### src/rtl/blinkers_pkg.sv
// Shared constants and types for the blinker random-interval source.
// LFSR taps, default seed, interval width and generator state encoding.
package blinkers_pkg;

  localparam logic [15:0] LFSR16_TAPS  = 16'hB400;
  localparam logic [15:0] DEFAULT_SEED = 16'hACE1;
  localparam int          INTERVAL_W   = 4;

  typedef enum logic {
    SEARCH = 1'b0,
    VALID  = 1'b1
  } gen_state_t;

endpackage

### src/rtl/lfsr_core.sv
// Galois LFSR register with step enable, seed load and zero-seed guard.
// Exposes only the low OUT_W bits used as the draw candidate.
module lfsr_core
  import blinkers_pkg::*;
#(
  parameter int               LFSR_W = 16,
  parameter int               OUT_W  = INTERVAL_W,
  parameter logic [LFSR_W-1:0] SEED  = DEFAULT_SEED
) (
  input  logic              clk,
  input  logic              rstbtn,
  input  logic              step,
  input  logic              load,
  input  logic [LFSR_W-1:0] load_val,
  output logic [OUT_W-1:0]  low
);

  localparam logic [LFSR_W-1:0] TAPS = LFSR_W'(LFSR16_TAPS);

  logic [LFSR_W-1:0] lfsr;
  logic [LFSR_W-1:0] lfsr_nxt;

  assign lfsr_nxt = (lfsr >> 1) ^ (lfsr[0] ? TAPS : '0);
  assign low      = lfsr[OUT_W-1:0];

  // an all-zero state would lock the register, so zero loads take SEED
  always_ff @(posedge clk or posedge rstbtn) begin
    if (rstbtn) begin
      lfsr <= SEED;
    end else if (load) begin
      lfsr <= (load_val == '0) ? SEED : load_val;
    end else if (step) begin
      lfsr <= lfsr_nxt;
    end
  end

endmodule

### src/rtl/lfsr_interval_gen.sv
// Random blink interval via LFSR rejection sampling, valid/ready output.
// Define LFSR_STATS_EN to add saturating accept/reject counters.
module lfsr_interval_gen
  import blinkers_pkg::*;
#(
  parameter int               LFSR_W  = 16,
  parameter int               INT_W   = INTERVAL_W,
  parameter int               MIN_INT = 2,
  parameter int               MAX_INT = 12,
  parameter logic [LFSR_W-1:0] SEED   = DEFAULT_SEED
) (
  input  logic              clk,
  input  logic              rstbtn,
  input  logic              seed_load,
  input  logic [LFSR_W-1:0] seed_in,
  input  logic              interval_ready,
`ifdef LFSR_STATS_EN
  output logic [15:0]       stat_accepts,
  output logic [15:0]       stat_rejects,
`endif
  output logic              interval_valid,
  output logic [INT_W-1:0]  interval
);

  gen_state_t       state;
  logic [INT_W-1:0] cand;
  logic             acc;
  logic             step;

  assign acc  = (cand >= INT_W'(MIN_INT)) && (cand <= INT_W'(MAX_INT));
  assign step = (state == SEARCH) || (interval_valid && interval_ready);

  lfsr_core #(
    .LFSR_W (LFSR_W),
    .OUT_W  (INT_W),
    .SEED   (SEED)
  ) u_core (
    .clk      (clk),
    .rstbtn   (rstbtn),
    .step     (step),
    .load     (seed_load),
    .load_val (seed_in),
    .low      (cand)
  );

  always_ff @(posedge clk or posedge rstbtn) begin
    if (rstbtn) begin
      state          <= SEARCH;
      interval_valid <= 1'b0;
      interval       <= INT_W'(MIN_INT);
    end else if (seed_load) begin
      state          <= SEARCH;
      interval_valid <= 1'b0;
    end else begin
      unique case (state)
        SEARCH: begin
          if (acc) begin
            interval       <= cand;
            interval_valid <= 1'b1;
            state          <= VALID;
          end
        end
        VALID: begin
          // a completed transfer re-evaluates on the same edge: no bubble
          if (interval_ready) begin
            if (acc) begin
              interval <= cand;
            end else begin
              interval_valid <= 1'b0;
              state          <= SEARCH;
            end
          end
        end
        default: state <= SEARCH;
      endcase
    end
  end

`ifdef LFSR_STATS_EN
  logic eval;

  assign eval = step && !seed_load;

  always_ff @(posedge clk or posedge rstbtn) begin
    if (rstbtn) begin
      stat_accepts <= '0;
      stat_rejects <= '0;
    end else if (seed_load) begin
      stat_accepts <= '0;
      stat_rejects <= '0;
    end else if (eval) begin
      if (acc && stat_accepts != '1) begin
        stat_accepts <= stat_accepts + 16'd1;
      end
      if (!acc && stat_rejects != '1) begin
        stat_rejects <= stat_rejects + 16'd1;
      end
    end
  end
`endif

endmodule

### config.mk
export PLATFORM = sky130hd
export DESIGN_NAME = lfsr_interval_gen
export DESIGN_NICKNAME = d
export VERILOG_FILES = /design/src/rtl/blinkers_pkg.sv /design/src/rtl/lfsr_core.sv /design/src/rtl/lfsr_interval_gen.sv
export SDC_FILE = /design/constraint.sdc
export NUM_CORES = 1
export LEC_CHECK = 0
export ABC_AREA = 1
export ABC_CLOCK_PERIOD_IN_PS = 1360
export CORE_MARGIN = 2
export CORE_UTILIZATION = 50
export DETAILED_ROUTE_END_ITERATION = 6
export PLACE_DENSITY_LB_ADDON = 0.12
export SYNTH_ARGS = -nofsm -noshare
export SYNTH_HDL_FRONTEND = slang
export SYNTH_SLANG_ARGS = --single-unit
### constraint.sdc
create_clock -name clk -period 1.36 [get_ports clk]
set_input_delay 0.272 -clock clk [delete_from_list [all_inputs] [get_ports clk]]
set_output_delay 0.272 -clock clk [all_outputs]
set_load 0.01 [all_outputs]
==> flow_metrics.tcl, run 1 <==
set metrics [dict create \
    outcome "complete, no violations" \
    drtPass1Iterations 4 \
    io_pins 25 \
    die_x_um 52.8 \
    ctsHoldBuffers 0 \
    place.gp.congestion 0.817 \
    grt_max_degree 23 \
    post-route-period-util_pct 94.1 \
    crit_chain "dlygate4sd2_1" \
    r2r-start "u_core.lfsr[0]" \
    clkSlewWorstSetupHoldPaths_ps 130 \
    worstMarginPinSlew_ps 288 \
    wl_per_cell_um 11.1 \
    max_stage_delay_ps 410 \
    cp.required_ps 1090 \
    syn_area_um2 1190 \
    drive_above_1_share_pct 14.9 \
    finClkSkew_ps 5.84 \
    cp-end-kind "primary output" \
    power.share.clock_pct 18.4 \
    drt-total-wl_um 2630 \
    rsz0062_at_grt "false" \
    dieArea_um2 2790 \
    setup_viol 0 \
    critPathBufInv 1 \
    synth_cell_type_count 17 \
    grt-ovfl-total 0 \
    maxCapViolations 0 \
    grt_pass1_wl_um 4660 \
    critPathTopFamily "flip-flops" \
    crit_arrival_ps 1010 \
    seq_area_frac_synth_pct 47.2 \
    numClockSinks 22 \
    cts_tree "yes" \
    synth-seq-cells 22 \
    area_growth_pct 33.1 \
    hold_viol 0 \
    insertion_delay_ps 310 \
    leakage_nw 0.801 \
    syn_area_per_cell_um2 6.93 \
    max_clock_freq_mhz 781 \
    grt_pass1_vias 1145 \
    slew_headroom_pct 80.8 \
    crit_slowest_cell "dfrtp_1" \
    yosys.area.top_type "dfrtp_1" \
    vias 1196 \
    r2r_slack_ps 120 \
    r2r-end "interval[1]" \
    synth_top_cell_area_share_pct 27.3 \
    crit_type "flop to primary output" \
    fin_nets 229 \
    synthCells 172 \
    final.min_clock_period_ps 1280 \
    intPower_w 0.00135 \
    dp_hpwl_um 1990 \
    setup_tns_ps 0 \
    finalPower_w 0.00201 \
    clock_path_buffers 2 \
    yosysWarnings 0 \
    start_util_pct 53.3 \
    irDropWorstVdd_mv 0.812 \
    preCtsSetupSlack_ps -141 \
    p_switching_w 0.000660 \
    post-route-util_pct 71.0 \
    final-max-slew-violation-count 0 \
    endpoint "interval_valid" \
    switching_share_pct 32.9 \
    critPathLaunch "interval_valid" \
    grtUsageTotal_pct 22.7 \
    hold_class "input pin to async pin" \
    htree_num_levels 1 \
    reg2reg_depth 6 \
    critPathLaunchType "flop" \
    insertedDiodeCount 0 \
    path_depth 1 \
    drc_errors 0 \
    antenna_found_initial 0 \
    ant_nets 0 \
    drtIter0Drc 22 \
    synthesis.nets 192 \
    cp_max_fo 3 \
    synth_area_leaders "dfrtp_1 (27%), nand2_1 (21%), dfstp_2 (20%)" \
    powerDensity_nw_per_um2 1270 \
    core-area_um2 2230 \
    power_frac_seq_pct 48.8 \
    hold_ws_ps 276 \
    combPwrFrac_pct 32.8 \
    layout_setup_ws_ps 79.9 \
    row_count 17 \
    cts_inserted_buffers 3 \
    viasPerCell 5.07 \
    die_h_um 52.8 \
    io_buffers 24 \
    clockRootBuffer "clkbuf_4" \
]
-- cells by family after synthesis --
group	synth area share [%]
buffers and inverters	7.56
and+or+nand+nor	34.2
AOI/OAI and AO/OA	11.0
DFF	47.2
-- flip-flops by register name (all words and copies together) (netlist names) --
register / flops
interval_valid: 1
u_core.lfsr: 16
interval: 4
state: 1
-- worst reg2reg max path: cells and delay by family, from the launching register on --
family,cells,cell delay [ps]
AO/OA/AOI/OAI,1,80
buffers and inverters,1,110
flip-flops,1,600
AND/OR/NAND/NOR,4,380
-- cell type report --
| class | instances | area (um^2) |
|---|---|---|
| clock buffer | 4 | 36.3 |
| fill | 189 | 648 |
| inverter | 16 | 60.1 |
| multi-input combinational | 129 | 539 |
| sequential | 22 | 562 |
| tap | 28 | 35.0 |
| timing repair buffer | 37 | 353 |
-- stage by stage --
step | cell area [um^2] | instances
final | 1590 | 236
after global routing | 1590 | 236
after CTS | 1580 | 235
after detailed placement | 1550 | 231
after global placement | 1550 | 231
after floorplan | 1190 | 172
-- power by group through the flow --
stage	combinational [W]	clock, W	sequential (W)
5_1_grt	0.000749	0.000398	0.00100
6_report	0.000657	0.000369	0.000979
4_1_cts	0.000653	0.000378	0.000980
3_3_place_gp	0.000669	0	0.000988
2_1_floorplan	0.000357	0	0.000998
3_5_place_dp	0.000688	0	0.000992
-- how the worst min path moves through the flow --
stage / start / depth (start not counted) / slack [ps] / end
after floorplan: rstbtn / 1 / 250 / interval[0]
after global placement: u_core.lfsr[6] / 2 / 460 / u_core.lfsr[6]
after detailed placement: u_core.lfsr[15] / 2 / 460 / u_core.lfsr[15]
after CTS: rstbtn / 3 / 280 / u_core.lfsr[2]
after global routing: rstbtn / 3 / 350 / state
final: rstbtn / 3 / 280 / u_core.lfsr[14]
-- synth_stat cells --
library cell  number
inv_1             14
dfstp_2            9
nand2_1           67
clkbuf_1           1
o21ai_0            5
a21oi_1           16
nor2_1            30
buf_6              1
nand3_1            3
inv_2              2
dfrtp_1           13
buf_2              3
o21ai_1            4
nand4_2            1
nand3_2            1
a31oi_1            1
nand4_1            1
-- cells in the final DEF, fill, tap and decap left out, drive strengths merged --
cell / synthesis / final
dfrtp: 13 / 13
nor2: 30 / 30
clkbuf: 1 / 4
inv: 16 / 16
nand3: 4 / 4
o21ai: 9 / 9
a21oi: 16 / 16
dlygate4sd2: 0 / 4
a31oi: 1 / 1
dfstp: 9 / 9
clkdlybuf4s50: 0 / 19
nand4: 2 / 2
buf: 4 / 14
nand2: 67 / 67
-- layer usage --
metal	share of wire (%)	vias to the layer above	GRT usage, %
li1	-	614	-
met1	45	543	27.6
met2	49	33	40.0
met3	4.0	6	3.14
met4	1.6	0	8.97
met5	0	-	0
-- timing repair --
item / CTS / global route
setup buffers: 0 / 1
endpoints found under the setup margin: 5 / 1
gates resized for setup: 7 / 1
Power figures use the tool's default switching activity.
==> inputs of run 2 (changes only) <==
Settings changed: CTS_CLUSTER_DIAMETER set to 40.
==> results of run 2 <==
No change in the layout: final DEF, timing and power equal those of run 1.
==> inputs of run 3 (changes only) <==
Settings changed: ABC_AREA 1 to unset, CORE_MARGIN 2 to 4.
==> run 3 against run 2 <==
The flow now finishes with violations (negative setup slack). Critical path type is now flop to flop. Sequential cell count unchanged. Sequential share of layout area down 3.7 points. Largest cell class is now multi-input gates. First-iteration DRC count down 27%. Die area up 22%. Combinational power up 40%. Clock skew up 4.8 ps. Critical path depth up 2. Final area up 12%. Critical endpoint is now interval[0]. Final cell count down 25%.
==> flow_metrics.tcl, run 3 <==
set metrics [dict create \
    io_pins 25 \
    fin_area_um2 1770 \
    cp_max_fo 4 \
    crit_type "flop to flop" \
    endpoint "interval[0]" \
    cp.required_ps 1580 \
    grt_max_degree 21 \
    finClkSkew_ps 10.7 \
    leakage_nw 0.857 \
    yosys.area.top_type "dfrtp_1" \
    r2r-start "u_core.lfsr[2]" \
    die_h_um 58.2 \
    reg2reg_depth 3 \
    synth_top_cell_area_share_pct 25.8 \
    critPathTopFamily "simple AND/OR/NAND/NOR gates" \
    layout_setup_ws_ps -22.5 \
    vias 1004 \
    dp_hpwl_um 2160 \
    top_register "u_core.lfsr" \
    largestRegisters "u_core.lfsr x16, interval x4" \
    post-route-util_pct 77.0 \
    crit_slowest_cell "dfrtp_1" \
    crit_chain "or3_4, and4_4, mux2_4" \
    synth-seq-cells 22 \
    viasPerCell 5.64 \
    synthesis.nets 126 \
    drtPass1Iterations 4 \
    critPathLaunchType "flop" \
    maxCapViolations 0 \
    syn_area_um2 1260 \
    critPathLaunch "u_core.lfsr[2]" \
    io_buffers 24 \
    htree_num_levels 1 \
    r2r-end "interval[0]" \
    max_clock_freq_mhz 723 \
    area_growth_pct 40.2 \
    synthCells 106 \
    hold_viol 0 \
    worstMarginPinSlew_ps 404 \
    slew_headroom_pct 72.9 \
    ys_top_cells_by_count "inv_1 (18), dfrtp_1 (13), mux2_2 (10)" \
    clkSlewWorstSetupHoldPaths_ps 130 \
    core-area_um2 2300 \
    numClockSinks 22 \
    syn_area_per_cell_um2 11.9 \
    place_area_um2 1640 \
    fin_nets 171 \
    layout_common_cells "inv_1 (18), dlygate4sd2_1 (16), buf_4 (15), dfrtp_1 (13), mux2_4 (12)" \
    grt_pass1_vias 1037 \
    outcome "finished, violations left" \
    powerDensity_nw_per_um2 1260 \
    irDropWorstVdd_mv 1.04 \
    drive_above_1_share_pct 46.0 \
    insertion_delay_ps 320 \
    drt-total-wl_um 3130 \
    synth_area_leaders "dfrtp_1 (26%), dfstp_2 (19%), a221oi_2 (9.5%)" \
    largest_reg_flops 16 \
    grt-ovfl-total 0 \
    clock_path_buffers 2 \
    r2r_slack_ps -20 \
    start_util_pct 54.9 \
    cts_tree "yes" \
    drc_errors 0 \
    row_count 17 \
    grt_pass1_wl_um 4890 \
    drtIter0Drc 16 \
    cts_inserted_buffers 3 \
    insertedDiodeCount 0 \
    yosysWarnings 0 \
    wl_per_cell_um 17.6 \
    final.min_clock_period_ps 1380 \
    grtUsageTotal_pct 19.2 \
    synth-main-ff-cell "dfrtp_1" \
    antenna_found_initial 0 \
    final-instance-count-excl-fill 178 \
    hold_class "input pin to async pin" \
    synth_edf_count 0 \
    clockRootBuffer "clkbuf_4" \
    max_stage_delay_ps 410 \
    violations "negative setup slack" \
    setup_viol 3 \
    synth_cell_type_count 27 \
    rsz0062_at_grt "true" \
    dieArea_um2 3390 \
    layout_commonest_cell "inv_1" \
    path_depth 3 \
    synthArstFlopShare_pct 100 \
    critPathBufInv 0 \
    ant_nets 0 \
    cp-end-kind "flop" \
    die_x_um 58.2 \
    yosys.cell_count.top_type "inv_1" \
    crit_arrival_ps 1600 \
    place.gp.congestion 0.832 \
    final-max-slew-violation-count 0 \
    post-route-period-util_pct 102 \
    setup_tns_ps -52.5 \
    dp_cells 170 \
    ctsHoldBuffers 0 \
    seq_area_frac_synth_pct 44.5 \
]
-- run 3: routing by layer --
| layer | wire length [um] | global-route usage, % | vias to the layer above | share of wire (%) |
|---|---|---|---|---|
| li1 | - | - | 468 | - |
| met1 | 1440 | 26.0 | 492 | 46 |
| met2 | 1420 | 29.2 | 31 | 45 |
| met3 | 137 | 3.34 | 13 | 4.4 |
| met4 | 127 | 10.3 | 0 | 4.1 |
| met5 | 0 | 0 | - | 0 |
-- run 3: worst min-delay path by stage --
stage | to | slack (ps) | depth (start not counted)
after floorplan | interval[0] | 250 | 1
after global placement | u_core.lfsr[7] | 460 | 2
after detailed placement | u_core.lfsr[6] | 460 | 2
after CTS | u_core.lfsr[8] | 150 | 2
after global routing | u_core.lfsr[8] | 150 | 2
final | u_core.lfsr[8] | 140 | 2
-- run 3: cells by family (layout without fill, tap and decap cells) --
family | count (synthesis) | count (layout) | share of synthesized area (%)
AOI/OAI and AO/OA | 24 | 24 | 18.9
xor gates and xnor gates | 3 | 3 | 2.08
buffers and inverters | 25 | 68 | 9.13
DFF | 22 | 22 | 44.5
muxes | 16 | 16 | 16.1
and+or+nand+nor | 16 | 17 | 9.33
-- run 3: layout make-up --
| class | instances | area (um^2) |
|---|---|---|
| sequential | 22 | 562 |
| timing repair buffer | 45 | 417 |
| tap | 28 | 35.0 |
| inverter | 19 | 71.3 |
| clock buffer | 4 | 26.3 |
| multi-input combinational | 60 | 657 |
| fill | 155 | 529 |
-- run 3: metrics by stage --
step	hold slack, ps	total power (W)	setup slack, ps
floorplan	255	0.00149	-69.3
global placement	461	0.00183	-411
detailed placement	465	0.00186	-454
CTS	150	0.00215	-37.2
global route	154	0.00235	-66.0
finish	138	0.00223	-22.5
-- run 3: timing repair --
action | CTS | global route
endpoints found under the setup margin | 17 | 21
buffers inserted | 1 | 2
resized for setup | 21 | 20
pin swaps | 9 | 7
cloned | 0 | 1
-- run 3: report_power, final --
group / internal [W] / leakage [nW] / switching [W]
logic: 0.000524 / 0.593 / 0.000398
registers: 0.000873 / 0.249 / 0.000110
clock network: 0.000115 / 0.0150 / 0.000207
total: 0.00151 / 0.857 / 0.000715
